<file path="src/rtl/sequenciador_multiciclo_pkg.sv">
// Shared definitions for the multi-cycle control sequencer: state encoding,
// opcode constants, PC source codes and the decoded instruction class.
package sequenciador_multiciclo_pkg;

    typedef enum logic [2:0] {
        BUSCA      = 3'd0,
        DECODIFICA = 3'd1,
        EXECUTA    = 3'd2,
        MEMORIA    = 3'd3,
        ESCRITA    = 3'd4,
        PARADO     = 3'd5
    } estado_t;

    localparam logic [3:0] OP_LW   = 4'b1100;
    localparam logic [3:0] OP_SW   = 4'b1101;
    localparam logic [3:0] OP_JUMP = 4'b1110;
    localparam logic [3:0] OP_HALT = 4'b1111;

    // Two-bit opcode prefixes for the classes that ignore opcode[1:0]
    localparam logic [1:0] PFX_BEQ    = 2'b00;
    localparam logic [1:0] PFX_ILEGAL = 2'b01;
    localparam logic [1:0] PFX_ALU    = 2'b10;

    localparam logic [1:0] PC_MAIS_UM = 2'b00;
    localparam logic [1:0] PC_DESVIO  = 2'b01;
    localparam logic [1:0] PC_SALTO   = 2'b10;

    localparam logic [1:0] REG_SALTO_BEQ = 2'b10;

    typedef struct packed {
        logic lw;
        logic sw;
        logic beq;
        logic alu;
        logic jump;
        logic halt;
        logic ilegal;
    } classe_t;

endpackage

</file>
<file path="src/rtl/sequenciador_multiciclo_if.sv">
// Control/status bundle between the sequencer (master) and the datapath (slave).
interface sequenciador_multiciclo_if;
    logic [7:0] instrucao;
    logic       ula_zero;
    logic       mem_pronta;
    logic       pc_escreve;
    logic [1:0] pc_origem;
    logic       ir_escreve;
    logic       le_mem;
    logic       escreve_mem;
    logic       reg_escreve;
    logic       mem_reg;
    logic       origem;
    logic       op_alu;
    logic [1:0] decide_reg_salto;
    logic       halt;
    logic       erro_mem;
    logic       ilegal;
    logic [7:0] instr_concluidas;
    logic [2:0] estado;

    modport master (
        input  instrucao, ula_zero, mem_pronta,
        output pc_escreve, pc_origem, ir_escreve, le_mem, escreve_mem,
               reg_escreve, mem_reg, origem, op_alu, decide_reg_salto,
               halt, erro_mem, ilegal, instr_concluidas, estado
    );

    modport slave (
        output instrucao, ula_zero, mem_pronta,
        input  pc_escreve, pc_origem, ir_escreve, le_mem, escreve_mem,
               reg_escreve, mem_reg, origem, op_alu, decide_reg_salto,
               halt, erro_mem, ilegal, instr_concluidas, estado
    );
endinterface

</file>
<file path="src/rtl/sequenciador_multiciclo_decodificador_classe.sv">
// Combinational opcode to one-hot instruction class decoder.
module decodificador_classe
    import sequenciador_multiciclo_pkg::*;
(
    input  logic [3:0] opcode,
    output classe_t    classe
);

    always_comb begin
        classe        = '0;
        classe.lw     = (opcode == OP_LW);
        classe.sw     = (opcode == OP_SW);
        classe.jump   = (opcode == OP_JUMP);
        classe.halt   = (opcode == OP_HALT);
        classe.beq    = (opcode[3:2] == PFX_BEQ);
        classe.alu    = (opcode[3:2] == PFX_ALU);
        classe.ilegal = (opcode[3:2] == PFX_ILEGAL);
    end

endmodule

</file>
<file path="src/rtl/sequenciador_multiciclo.sv">
// Multi-cycle fetch/decode/execute/memory/writeback sequencer for the 8-bit core.
// Strobes decode from the state and latched opcode; the BEQ PC write also follows ula_zero.
module sequenciador_multiciclo
    import sequenciador_multiciclo_pkg::*;
#(
    parameter int ESPERA_MAX = 4
) (
    input  logic                      clock,
    input  logic                      reset,
    sequenciador_multiciclo_if.master bus
);

    localparam logic [3:0] ESPERA_LIM = 4'(ESPERA_MAX);

    estado_t    state_reg;
    logic [3:0] opcode_reg;
    logic [3:0] espera_reg;
    logic [7:0] contador_reg;
    logic       erro_reg;
    classe_t    classe;

    // Operand nibble goes straight to the datapath; only the opcode matters here
    logic unused_operando;
    assign unused_operando = ^bus.instrucao[3:0];

    decodificador_classe u_decodificador_classe (
        .opcode (opcode_reg),
        .classe (classe)
    );

    always_ff @(posedge clock) begin
        if (reset) begin
            state_reg    <= BUSCA;
            opcode_reg   <= '0;
            espera_reg   <= '0;
            contador_reg <= '0;
            erro_reg     <= 1'b0;
        end else begin
            case (state_reg)
                BUSCA: begin
                    opcode_reg <= bus.instrucao[7:4];
                    state_reg  <= DECODIFICA;
                end
                DECODIFICA: begin
                    state_reg <= classe.halt ? PARADO : EXECUTA;
                end
                EXECUTA: begin
                    if (classe.alu) begin
                        state_reg <= ESCRITA;
                    end else if (classe.lw || classe.sw) begin
                        state_reg  <= MEMORIA;
                        espera_reg <= '0;
                    end else begin
                        state_reg    <= BUSCA;
                        contador_reg <= contador_reg + 8'd1;
                    end
                end
                MEMORIA: begin
                    // Ready is checked first so it wins over a timeout in the same cycle
                    if (bus.mem_pronta) begin
                        if (classe.lw) begin
                            state_reg <= ESCRITA;
                        end else begin
                            state_reg    <= BUSCA;
                            contador_reg <= contador_reg + 8'd1;
                        end
                    end else begin
                        espera_reg <= espera_reg + 4'd1;
                        if ((espera_reg + 4'd1) == ESPERA_LIM) begin
                            state_reg <= PARADO;
                            erro_reg  <= 1'b1;
                        end
                    end
                end
                ESCRITA: begin
                    state_reg    <= BUSCA;
                    contador_reg <= contador_reg + 8'd1;
                end
                PARADO: begin
                    state_reg <= PARADO;
                end
                default: begin
                    state_reg <= BUSCA;
                end
            endcase
        end
    end

    always_comb begin
        bus.pc_escreve       = 1'b0;
        bus.pc_origem        = PC_MAIS_UM;
        bus.ir_escreve       = 1'b0;
        bus.le_mem           = 1'b0;
        bus.escreve_mem      = 1'b0;
        bus.reg_escreve      = 1'b0;
        bus.mem_reg          = 1'b0;
        bus.origem           = 1'b0;
        bus.op_alu           = 1'b0;
        bus.decide_reg_salto = 2'b00;
        bus.halt             = 1'b0;
        bus.ilegal           = 1'b0;
        if (!reset) begin
            case (state_reg)
                BUSCA: begin
                    bus.ir_escreve = 1'b1;
                    bus.pc_escreve = 1'b1;
                    bus.pc_origem  = PC_MAIS_UM;
                end
                EXECUTA: begin
                    if (classe.alu || classe.lw || classe.sw) begin
                        bus.origem = 1'b1;
                        bus.op_alu = classe.alu;
                    end else if (classe.beq) begin
                        bus.op_alu           = 1'b1;
                        bus.decide_reg_salto = REG_SALTO_BEQ;
                        if (bus.ula_zero) begin
                            bus.pc_escreve = 1'b1;
                            bus.pc_origem  = PC_DESVIO;
                        end
                    end else if (classe.jump) begin
                        bus.pc_escreve = 1'b1;
                        bus.pc_origem  = PC_SALTO;
                    end else if (classe.ilegal) begin
                        bus.ilegal = 1'b1;
                    end
                end
                MEMORIA: begin
                    bus.le_mem      = classe.lw;
                    bus.escreve_mem = classe.sw;
                end
                ESCRITA: begin
                    bus.reg_escreve = 1'b1;
                    bus.mem_reg     = classe.lw;
                end
                PARADO: begin
                    bus.halt = 1'b1;
                end
                default: begin
                end
            endcase
        end
    end

    assign bus.erro_mem         = erro_reg;
    assign bus.instr_concluidas = contador_reg;
    assign bus.estado           = state_reg;

endmodule

</file>
<file path="src/flat_wrapper.sv">
// flat-port wrapper written by rule: the top's interface ports become plain ports
module sequenciador_multiciclo_flat import sequenciador_multiciclo_pkg::*;
#(
    parameter int ESPERA_MAX = 4
)
  (clock, reset, bus_instrucao, bus_ula_zero, bus_mem_pronta, bus_pc_escreve, bus_pc_origem, bus_ir_escreve, bus_le_mem, bus_escreve_mem, bus_reg_escreve, bus_mem_reg, bus_origem, bus_op_alu, bus_decide_reg_salto, bus_halt, bus_erro_mem, bus_ilegal, bus_instr_concluidas, bus_estado);
  sequenciador_multiciclo_if bus_i ();
  input  logic clock;
  input  logic reset;
  input wire logic [$bits(bus_i.instrucao)-1:0] bus_instrucao;
  input wire logic [$bits(bus_i.ula_zero)-1:0] bus_ula_zero;
  input wire logic [$bits(bus_i.mem_pronta)-1:0] bus_mem_pronta;
  output wire logic [$bits(bus_i.pc_escreve)-1:0] bus_pc_escreve;
  output wire logic [$bits(bus_i.pc_origem)-1:0] bus_pc_origem;
  output wire logic [$bits(bus_i.ir_escreve)-1:0] bus_ir_escreve;
  output wire logic [$bits(bus_i.le_mem)-1:0] bus_le_mem;
  output wire logic [$bits(bus_i.escreve_mem)-1:0] bus_escreve_mem;
  output wire logic [$bits(bus_i.reg_escreve)-1:0] bus_reg_escreve;
  output wire logic [$bits(bus_i.mem_reg)-1:0] bus_mem_reg;
  output wire logic [$bits(bus_i.origem)-1:0] bus_origem;
  output wire logic [$bits(bus_i.op_alu)-1:0] bus_op_alu;
  output wire logic [$bits(bus_i.decide_reg_salto)-1:0] bus_decide_reg_salto;
  output wire logic [$bits(bus_i.halt)-1:0] bus_halt;
  output wire logic [$bits(bus_i.erro_mem)-1:0] bus_erro_mem;
  output wire logic [$bits(bus_i.ilegal)-1:0] bus_ilegal;
  output wire logic [$bits(bus_i.instr_concluidas)-1:0] bus_instr_concluidas;
  output wire logic [$bits(bus_i.estado)-1:0] bus_estado;
  assign bus_i.instrucao = bus_instrucao;
  assign bus_i.ula_zero = bus_ula_zero;
  assign bus_i.mem_pronta = bus_mem_pronta;
  assign bus_pc_escreve = bus_i.pc_escreve;
  assign bus_pc_origem = bus_i.pc_origem;
  assign bus_ir_escreve = bus_i.ir_escreve;
  assign bus_le_mem = bus_i.le_mem;
  assign bus_escreve_mem = bus_i.escreve_mem;
  assign bus_reg_escreve = bus_i.reg_escreve;
  assign bus_mem_reg = bus_i.mem_reg;
  assign bus_origem = bus_i.origem;
  assign bus_op_alu = bus_i.op_alu;
  assign bus_decide_reg_salto = bus_i.decide_reg_salto;
  assign bus_halt = bus_i.halt;
  assign bus_erro_mem = bus_i.erro_mem;
  assign bus_ilegal = bus_i.ilegal;
  assign bus_instr_concluidas = bus_i.instr_concluidas;
  assign bus_estado = bus_i.estado;
  sequenciador_multiciclo #(.ESPERA_MAX(ESPERA_MAX)) u_core (.clock(clock), .reset(reset), .bus(bus_i));
endmodule
</file>
<file path="config.mk">
export PLATFORM = sky130hd
export DESIGN_NAME = sequenciador_multiciclo_flat
export DESIGN_NICKNAME = d
export VERILOG_FILES = /design/src/rtl/sequenciador_multiciclo_pkg.sv /design/src/rtl/sequenciador_multiciclo_if.sv /design/src/rtl/sequenciador_multiciclo_decodificador_classe.sv /design/src/rtl/sequenciador_multiciclo.sv /design/src/flat_wrapper.sv
export SDC_FILE = /design/constraint.sdc
export NUM_CORES = 1
export LEC_CHECK = 0
export ABC_AREA = 1
export CAP_MARGIN = 20
export CORE_MARGIN = 2
export CORE_UTILIZATION = 29
export DETAILED_ROUTE_END_ITERATION = 6
export DONT_BUFFER_PORTS = 1
export MAX_ROUTING_LAYER = met4
export PLACE_DENSITY = 0.41
export SLEW_MARGIN = 5
export SYNTH_ARGS = -nofsm -noshare
export SYNTH_HDL_FRONTEND = slang
export SYNTH_SLANG_ARGS = --single-unit
</file>
<file path="constraint.sdc">
create_clock -name clock -period 1.4 [get_ports clock]
set_input_delay 0.42 -clock clock [delete_from_list [all_inputs] [get_ports clock]]
set_output_delay 0.42 -clock clock [all_outputs]
set_load 0.03 [all_outputs]
</file>
==> results.toml, run 1 <==
[sta]
skew_ps = 8.27
post-route-min-period_ps = 1720
fin_crit_sh_pct = 123
hold_viol_final = 0
whs_ps = 206
grt_setup_unrepaired = "true"
setup_viol = 21
maxSlewViolCount = 0
max_freq_ghz = 0.580
worst_slack_ps = -324

[global_route]
grt_pass1_wl_mm = 6.16
grt_usage_pct = 18.3
grt_antenna_before_repair = 0
grt_pass1_vias = 1397
grt_max_degree = 20
grt_overflow = 0

[place]
place_inst = 273
place_ws_ps = -138
dp_hpwl_mm = 2.65
io_buffers = 0
place_congestion = 0.801

[floorplan]
num_io_pins = 38
die_y_um = 67.9
start_util_pct = 29.8
die_x_um = 67.9
core.rowCount = 23
die_area_mm2 = 0.00461
core_region_area_mm2 = 0.00397

[critical_path]
critPathRequiredTime_ps = 980
critical_path_buf_inv_count = 4
cp_slowest_cell = "dfxtp_4"
cpPeakStageDelay_ps = 380
ff2ff_setup_slack_ps = -60
r2r_start = "u_core.bus.estado[2]"
r2r_cells = 11
crit_chain = "inv_4 > nand3_4 > nor2_4 > inv_6 > buf_6 > nor2_4 > buf_6"
cp_max_fo = 6
reg2reg_to = "u_core.bus.instr_concluidas[0]"
cp_top_family = "flip-flops"
endpoint_kind = "primary output"
cp-start-kind = "register"
path_class = "reg -> out"
arrival_ps = 1300

[detailed_routing]
vias_per_cell = 4.90
antenna_left = 0
vias = 1396
drt_iter0_markers = 34
wl_mm = 3.79
drtPass1Iterations = 4
routedWlPerCell_um = 13.3
drcViolationCount = 0

[final_layout]
multiInputGateArea_mm2 = 0.00106
drive_gt1_share_pct = 56.2
fin_cells = 285
fin_nets = 251
largest_reg_flops = 8
areaGrowthSynthToFinish_pct = 83.9
n_fill_cell = 363
finalCoreUtilization_pct = 54.8
diodes = 0
regArea_um2 = 423
layout_commonest_cell = "buf_4"
final_cell_mix = "buf_4, nand2_1, nor2_1"

[power_and_ir_drop]
p_leak_nw = 0.921
total_power_mw = 1.90
ir_drop_mv = 0.476
power_density_mw_per_mm2 = 873

[synthesis]
synth_top_cell_by_area = "dfxtp_1"
ys_warn_count = 0
yosys-top-cells-area = "dfxtp_1, nand2_1, nor2_1"
synthCells = 182
ys_ff_latch = 20
netlist_area_mm2 = 0.00118
seq_area_frac_synth_pct = 33.8
syn_avg_cell_area_um2 = 6.50
synth_cell_types = 25
synth_top_area_share_pct = 33.8
synth_nets = 197

[clock_network]
cts_inserted_buffers = 3
htree_levels = 1
cts_hold_buf = 0
clock_latency_ps = 260
cts_max_path_buffers = 2
cts_tree = "built"
clkSinkCount = 20
cts.root.buffer_cell = "clkbuf_8"
clk_pin_slew_worst_paths_ps = 80

[outcome]
status = "finished, violations left"
violations = "setup timing"

[worst_hold_path]
hold_path.class = "in -> reg"
whs_path_depth = 1
holdPathEnd = "u_core.bus.instr_concluidas[3]"
holdCritStartpoint = "reset"

[run]
maxCapViolations = 0
-- Yosys cell counts (all sizes together) --
library cell  instances
o21a                  2
nand2                44
o21ai                 8
buf                   1
nand4                 2
xnor2                 3
nor4                  3
nor2                 30
nor3                  6
xor2                  4
ha                    3
inv                  22
a31oi                 1
or2                   1
nand3                12
a21oi                16
dfxtp                20
clkbuf                2
o22ai                 1
conb                  1
-- through the flow --
stage	setup TNS (ps)	instance area (um2)
after global routing	-5840	2180
after global placement	-704	1790
after CTS	-3650	2040
after floorplan	-869	1380
final	-3810	2180
after detailed placement	-837	1790
-- worst reg2reg max path: cells and delay by family, from the launching register on --
family / cells / cell delay, ps
simple gates: 8 / 700
buf+inv: 3 / 280
flops: 1 / 390
-- per-layer routing --
metal | vias up | wire length [um] | global-route usage, %
li1 | 692 | - | -
met1 | 663 | 1660 | 21.7
met2 | 35 | 1880 | 30.8
met3 | 6 | 193 | 4.28
met4 | 0 | 62 | 5.75
met5 | - | 0 | -
-- timing repair --
item | in CTS | in global routing
cloned | 1 | 0
pin swaps | 16 | 21
endpoints found under the setup margin | 21 | 29
gates resized for setup | 39 | 39
setup buffers | 7 | 2
-- where the power goes --
part / internal [mW] / total, mW / switching, mW
registers: 0.625 / 0.700 / 0.0744
clock network: 0.250 / 0.450 / 0.200
logic: 0.311 / 0.750 / 0.440
-- layout make-up --
class / instances / share of cell area, %
tap: 50 / 2.87
clock buffer: 4 / 2.53
sequential: 20 / 19.4
inverter: 22 / 4.71
timing repair buffer: 51 / 22.0
multi-input combinational: 138 / 48.5
-- kinds of logic (layout without fill, tap and decap cells) --
group	Yosys count	after routing	synth area share, %
fa+ha+maj	3	3	3.17
compound gates	28	28	12.5
xor+xnor	7	7	5.18
simple gates	98	99	36.8
other cells	1	1	0.317
buf+inv	25	77	8.25
flops	20	20	33.8
-- worst max path at each step --
stage	startpoint	end	slack [ps]	depth (start not counted)
floorplan	u_core.bus.estado[0]	bus_pc_origem[0]	-220	5
global placement	u_core.bus.estado[0]	bus_pc_origem[1]	-110	6
detailed placement	u_core.bus.estado[0]	bus_pc_origem[0]	-140	6
CTS	u_core.bus.estado[0]	bus_pc_origem[0]	-340	6
global route	u_core.bus.estado[0]	bus_pc_origem[0]	-430	6
finish	u_core.bus.estado[0]	bus_op_alu	-320	7
(Power assumes the default switching activity.)
==> run 2, diff against run 1 <==
==> constraint.sdc (replaced) <==
create_clock -name clock -period 1.4 [get_ports clock]
set_input_delay 0 -clock clock [delete_from_list [all_inputs] [get_ports clock]]
set_output_delay 0 -clock clock [all_outputs]
set_load 0.03 [all_outputs]
==> run 2 against run 1 <==
First-iteration DRC count decreased by 26%. Critical path depth decreased by 1. The run now ends clean. Final area decreased by 19%. Sequential share of layout area increased by 4.1 points. Clock skew decreased by 6.0 ps. Worst setup slack improved by 330 ps. Clock power decreased by 13%. Sequential power decreased by 3%. Highest routed layer unchanged. Non-clock buffer count decreased by 8. Total power decreased by 15%. Critical endpoint is now bus_le_mem. Wire length decreased by 12%.
==> results.toml, run 2 (synthesized netlist as in run 1, its figures left out) <==
[critical_path]
cp_slowest_cell = "dfxtp_4"
cp-start-kind = "register"
path_class = "reg -> out"
endpoint_kind = "primary output"
arrival_ps = 1390
ff2ff_setup_slack_ps = 100
crit_chain = "nand2_1 > nor2_4 > nand3_2 > buf_4 > nor2_1 > buf_4"
cp_max_fo = 6
cpPeakStageDelay_ps = 410
cpMostUsedCell = "buf_4"
critPathRequiredTime_ps = 1400
worstSetupEndpoint = "bus_le_mem"
reg2reg_to = "u_core.bus.instr_concluidas[1]"
r2r_start = "u_core.bus.estado[1]"
r2r_cells = 7
cp-startpoint = "u_core.bus.estado[1]"

[global_route]
grt_max_degree = 11
grt_pass1_vias = 1229
grt_overflow = 0
grt_pass1_wl_mm = 5.29
grt_antenna_before_repair = 0
grt_usage_pct = 15.6

[final_layout]
areaGrowthSynthToFinish_pct = 49.8
final_cell_mix = "nand2_1, buf_4, nor2_1"
fin_nets = 243
largest_reg_flops = 8
drive_gt1_share_pct = 35.8
diodes = 0

[floorplan]
core.rowCount = 23
die_y_um = 67.9
die_x_um = 67.9
num_io_pins = 38
start_util_pct = 29.8
core_region_area_mm2 = 0.00397
die_area_mm2 = 0.00461

[detailed_routing]
antenna_left = 0
drt_iter0_markers = 25
routedWlPerCell_um = 12.1
drcViolationCount = 0
wl_mm = 3.35
vias_per_cell = 4.69
drtPass1Iterations = 4
vias = 1295

[place]
dp_hpwl_mm = 2.42
io_buffers = 0
place_congestion = 0.860
place_ws_ps = 27.0

[worst_hold_path]
hold_path.class = "in -> reg"

[clock_network]
clock_latency_ps = 260
cts_tree = "built"
cts_max_path_buffers = 2
clk_pin_slew_worst_paths_ps = 70
cts_inserted_buffers = 3
cts.root.buffer_cell = "clkbuf_8"
clkSinkCount = 20
htree_levels = 1

[sta]
worst_slack_ps = 6.31
setup_viol = 0
skew_ps = 2.22
post-route-min-period_ps = 1390
whs_ps = 72.1
max_freq_ghz = 0.718
grt_setup_unrepaired = "true"
hold_viol_final = 0
maxSlewViolCount = 0
fin_crit_sh_pct = 99.5

[run]
maxCapViolations = 0

[power_and_ir_drop]
total_power_mw = 1.61
ir_drop_mv = 0.393
power_density_mw_per_mm2 = 911
p_leak_nw = 0.777

[outcome]
status = "completed"
-- run 2: worst min path at each step --
| stage | from | endpoint | slack [ps] | cells past startpoint |
|---|---|---|---|---|
| after global routing | reset | u_core.bus.instr_concluidas[0] | 110 | 3 |
| after floorplan | bus_instrucao[4] | u_core.opcode_reg[0] | 140 | 2 |
| after global placement | reset | u_core.bus.estado[2] | 70 | 1 |
| after CTS | bus_mem_pronta | u_core.espera_reg[2] | 80 | 4 |
| final | reset | u_core.bus.instr_concluidas[0] | 70 | 3 |
| after detailed placement | reset | u_core.bus.estado[2] | 70 | 1 |
-- run 2: metrics by stage --
| stage | util, % | instance area [um2] | cells | TNS, ps |
|---|---|---|---|---|
| floorplan | - | 1210 | 182 | -211 |
| global placement | 37.8 | 1500 | 262 | 0 |
| detailed placement | 37.8 | 1500 | 262 | 0 |
| CTS | 41.0 | 1630 | 270 | 0 |
| global route | 44.6 | 1770 | 276 | -139 |
| finish | 44.6 | 1770 | 276 | 0 |
-- run 2: where the power goes --
part	internal [mW]	switching, mW	leakage (nW)
sequential	0.622	0.0599	0.167
clock	0.192	0.199	0.0216
combinational	0.208	0.333	0.589
-- run 2: per-layer routing --
metal / GRT usage, % / routed length (um) / share of wire [%] / up-vias
met1: 18.2 / 1550 / 46 / 590
met5: - / 0 / 0 / -
met4: 7.25 / 72 / 2.2 / 0
li1: - / - / - / 674
met3: 2.47 / 110 / 3.3 / 7
met2: 26.3 / 1610 / 48 / 24
-- run 2: cell type report --
type	instances	area [um2]
clock buffers	3	41.3
flip-flops and latches	20	418
well taps	50	62.6
fillers	429	2200
repair buffers	43	343
inverters	22	87.6
multi-input cells	138	821
-- run 2: timing repair --
action | CTS | global route
pin swaps | 1 | 6
buffers inserted | 0 | 5
gates cloned | 0 | 1
endpoints found under the hold margin | 13 | 0
hold buffers | 5 | 0
gates resized for setup | 13 | 26
endpoints found under the setup margin | 8 | 17
-- run 2: critical path: cells and delay by family (launching register included) --
kind	cells	cell delay, ps
AND/OR/NAND/NOR	4	430
flip-flops	1	410
buffers and inverters	2	290
==> run 3, diff against run 2 <==
--- a/config.mk
+++ b/config.mk
@@ -12,7 +12,7 @@
 export DETAILED_ROUTE_END_ITERATION = 6
 export DONT_BUFFER_PORTS = 1
 export MAX_ROUTING_LAYER = met4
-export PLACE_DENSITY = 0.41
+export PLACE_DENSITY = 0.4
 export SLEW_MARGIN = 5
 export SYNTH_ARGS = -nofsm -noshare
 export SYNTH_HDL_FRONTEND = slang
==> constraint.sdc (replaced) <==
create_clock -name clock -period 1.6 [get_ports clock]
set_input_delay 0 -clock clock [delete_from_list [all_inputs] [get_ports clock]]
set_output_delay 0 -clock clock [all_outputs]
set_load 0.03 [all_outputs]
==> run 3 against run 2 <==
First-iteration DRC count is 12% higher. Clock skew is 1.2 ps lower. Largest cell class unchanged. Clock power is 4% higher. Via count is 2.5% lower.
==> results.toml, run 3 (synthesized netlist as in run 1, its figures left out) <==
[place]
place_ws_ps = 139
place_inst = 254
io_buffers = 0
place_congestion = 0.816
place_area_mm2 = 0.00142
dp_hpwl_mm = 2.40

[power_and_ir_drop]
ir_drop_mv = 0.427
p_leak_nw = 0.714
power_density_mw_per_mm2 = 882

[final_layout]
diodes = 0
drive_gt1_share_pct = 22.0
fin_cells = 264
layout_commonest_cell = "nand2_1"
final_cell_mix = "nand2_1, nor2_1, buf_4"
largest_reg_flops = 8
finalCoreUtilization_pct = 39.0
areaGrowthSynthToFinish_pct = 31.0
fin_nets = 230
design_area_mm2 = 0.00155
n_fill_cell = 443

[outcome]
status = "completed"

[clock_network]
cts.root.buffer_cell = "clkbuf_8"
cts_max_path_buffers = 2
cts_tree = "built"
htree_levels = 1
clkSinkCount = 20
cts_inserted_buffers = 3
clock_latency_ps = 260
clk_pin_slew_worst_paths_ps = 80

[sta]
max_freq_ghz = 0.676
hold_viol_final = 0
maxSlewViolCount = 0
worst_slack_ps = 121
setup_viol = 0
whs_ps = 61.8
post-route-min-period_ps = 1480
grt_setup_unrepaired = "false"
skew_ps = 0.987
fin_crit_sh_pct = 92.4

[critical_path]
path_class = "reg -> out"
ff2ff_setup_slack_ps = 220
arrival_ps = 1480
crit_chain = "inv_2 > nand3_1 > nor2_1 > inv_1 > nor4_2 > buf_4"
cpPeakStageDelay_ps = 360
cp_max_fo = 6
endpoint_kind = "primary output"
critPathRequiredTime_ps = 1600
cp_slowest_cell = "dfxtp_1"
cp-start-kind = "register"

[floorplan]
die_area_mm2 = 0.00461
core.rowCount = 23
num_io_pins = 38
core_region_area_mm2 = 0.00397
die_x_um = 67.9
start_util_pct = 29.8
die_y_um = 67.9

[global_route]
grt_usage_pct = 16.1
grt_max_degree = 12
grt_antenna_before_repair = 0
grt_overflow = 0
grt_pass1_vias = 1253
grt_pass1_wl_mm = 5.45

[detailed_routing]
wl_mm = 3.28
drcViolationCount = 0
vias = 1262
antenna_left = 0
drtPass1Iterations = 4
drt_iter0_markers = 28
vias_per_cell = 4.78
routedWlPerCell_um = 12.4

[run]
maxCapViolations = 0

[worst_hold_path]
hold_path.class = "in -> reg"
run 3: cell count changes in the layout (fill, tap and decap cells not counted), moves of 3 or more:
cell	change
nand2_1	+5
nor2_4	-3
nand3_4	-3
nor2_1	+3
dfxtp_1	+3
nand2_2	-4
buf_4	-10
nor3_1	+4
inv_1	+4
nor3_2	-3
dfxtp_4	-4
run 3: worst paths after layout:
path | from | end | cells past startpoint
worst min-delay path | reset | u_core.bus.estado[0] | 3
worst max register to register | u_core.bus.estado[0] | u_core.bus.instr_concluidas[5] | 7
worst min register to register | u_core.bus.instr_concluidas[7] | u_core.bus.instr_concluidas[7] | 2
worst max-delay path | u_core.bus.estado[2] | bus_pc_origem[0] | 6
run 3: what timing repair did:
item / 4_1_cts / 5_1_grt
endpoints found under the setup margin: 0 / 11
hold endpoints to repair: 13 / 0
gates resized for setup: 0 / 6
setup buffers: 0 / 1
hold buffers: 5 / 0
run 3: metal layers:
metal / GRT usage, % / wire length, um / part of all wire, % / up-vias
li1: - / - / - / 646
met1: 18.1 / 1460 / 45 / 582
met2: 28.6 / 1630 / 50 / 30
met3: 2.96 / 146 / 4.5 / 4
met4: 6.00 / 39 / 1.2 / 0
met5: - / 0 / 0 / -
run 3: layout make-up:
class / instances / area (um2) / area share [%]
Inverter: 22 / 82.6 / 5.33
Timing Repair Buffer: 31 / 245 / 15.8
Multi-Input combinational cell: 137 / 701 / 45.2
Tap cell: 50 / 62.6 / 4.04
Sequential cell: 20 / 404 / 26.1
Clock buffer: 4 / 55.1 / 3.55
run 3: through the flow:
step           setup TNS (ps)  total power, mW
6_report                    0             1.37
5_1_grt                     0             1.44
4_1_cts                     0             1.37
3_5_place_dp                0            0.953
3_3_place_gp                0            0.950
2_1_floorplan            -784            0.851
run 3: power breakdown:
part | switching [mW] | leakage (nW) | internal, mW | total (mW)
logic | 0.243 | 0.521 | 0.126 | 0.369
registers | 0.0508 | 0.164 | 0.542 | 0.593
clock network | 0.186 | 0.0288 | 0.220 | 0.406
run 3: worst max-delay path, delay by kind of cell (launching register included):
kind | cells | cell delay, ps
and+or+nand+nor | 3 | 410
DFF | 1 | 360
buffers and inverters | 3 | 450
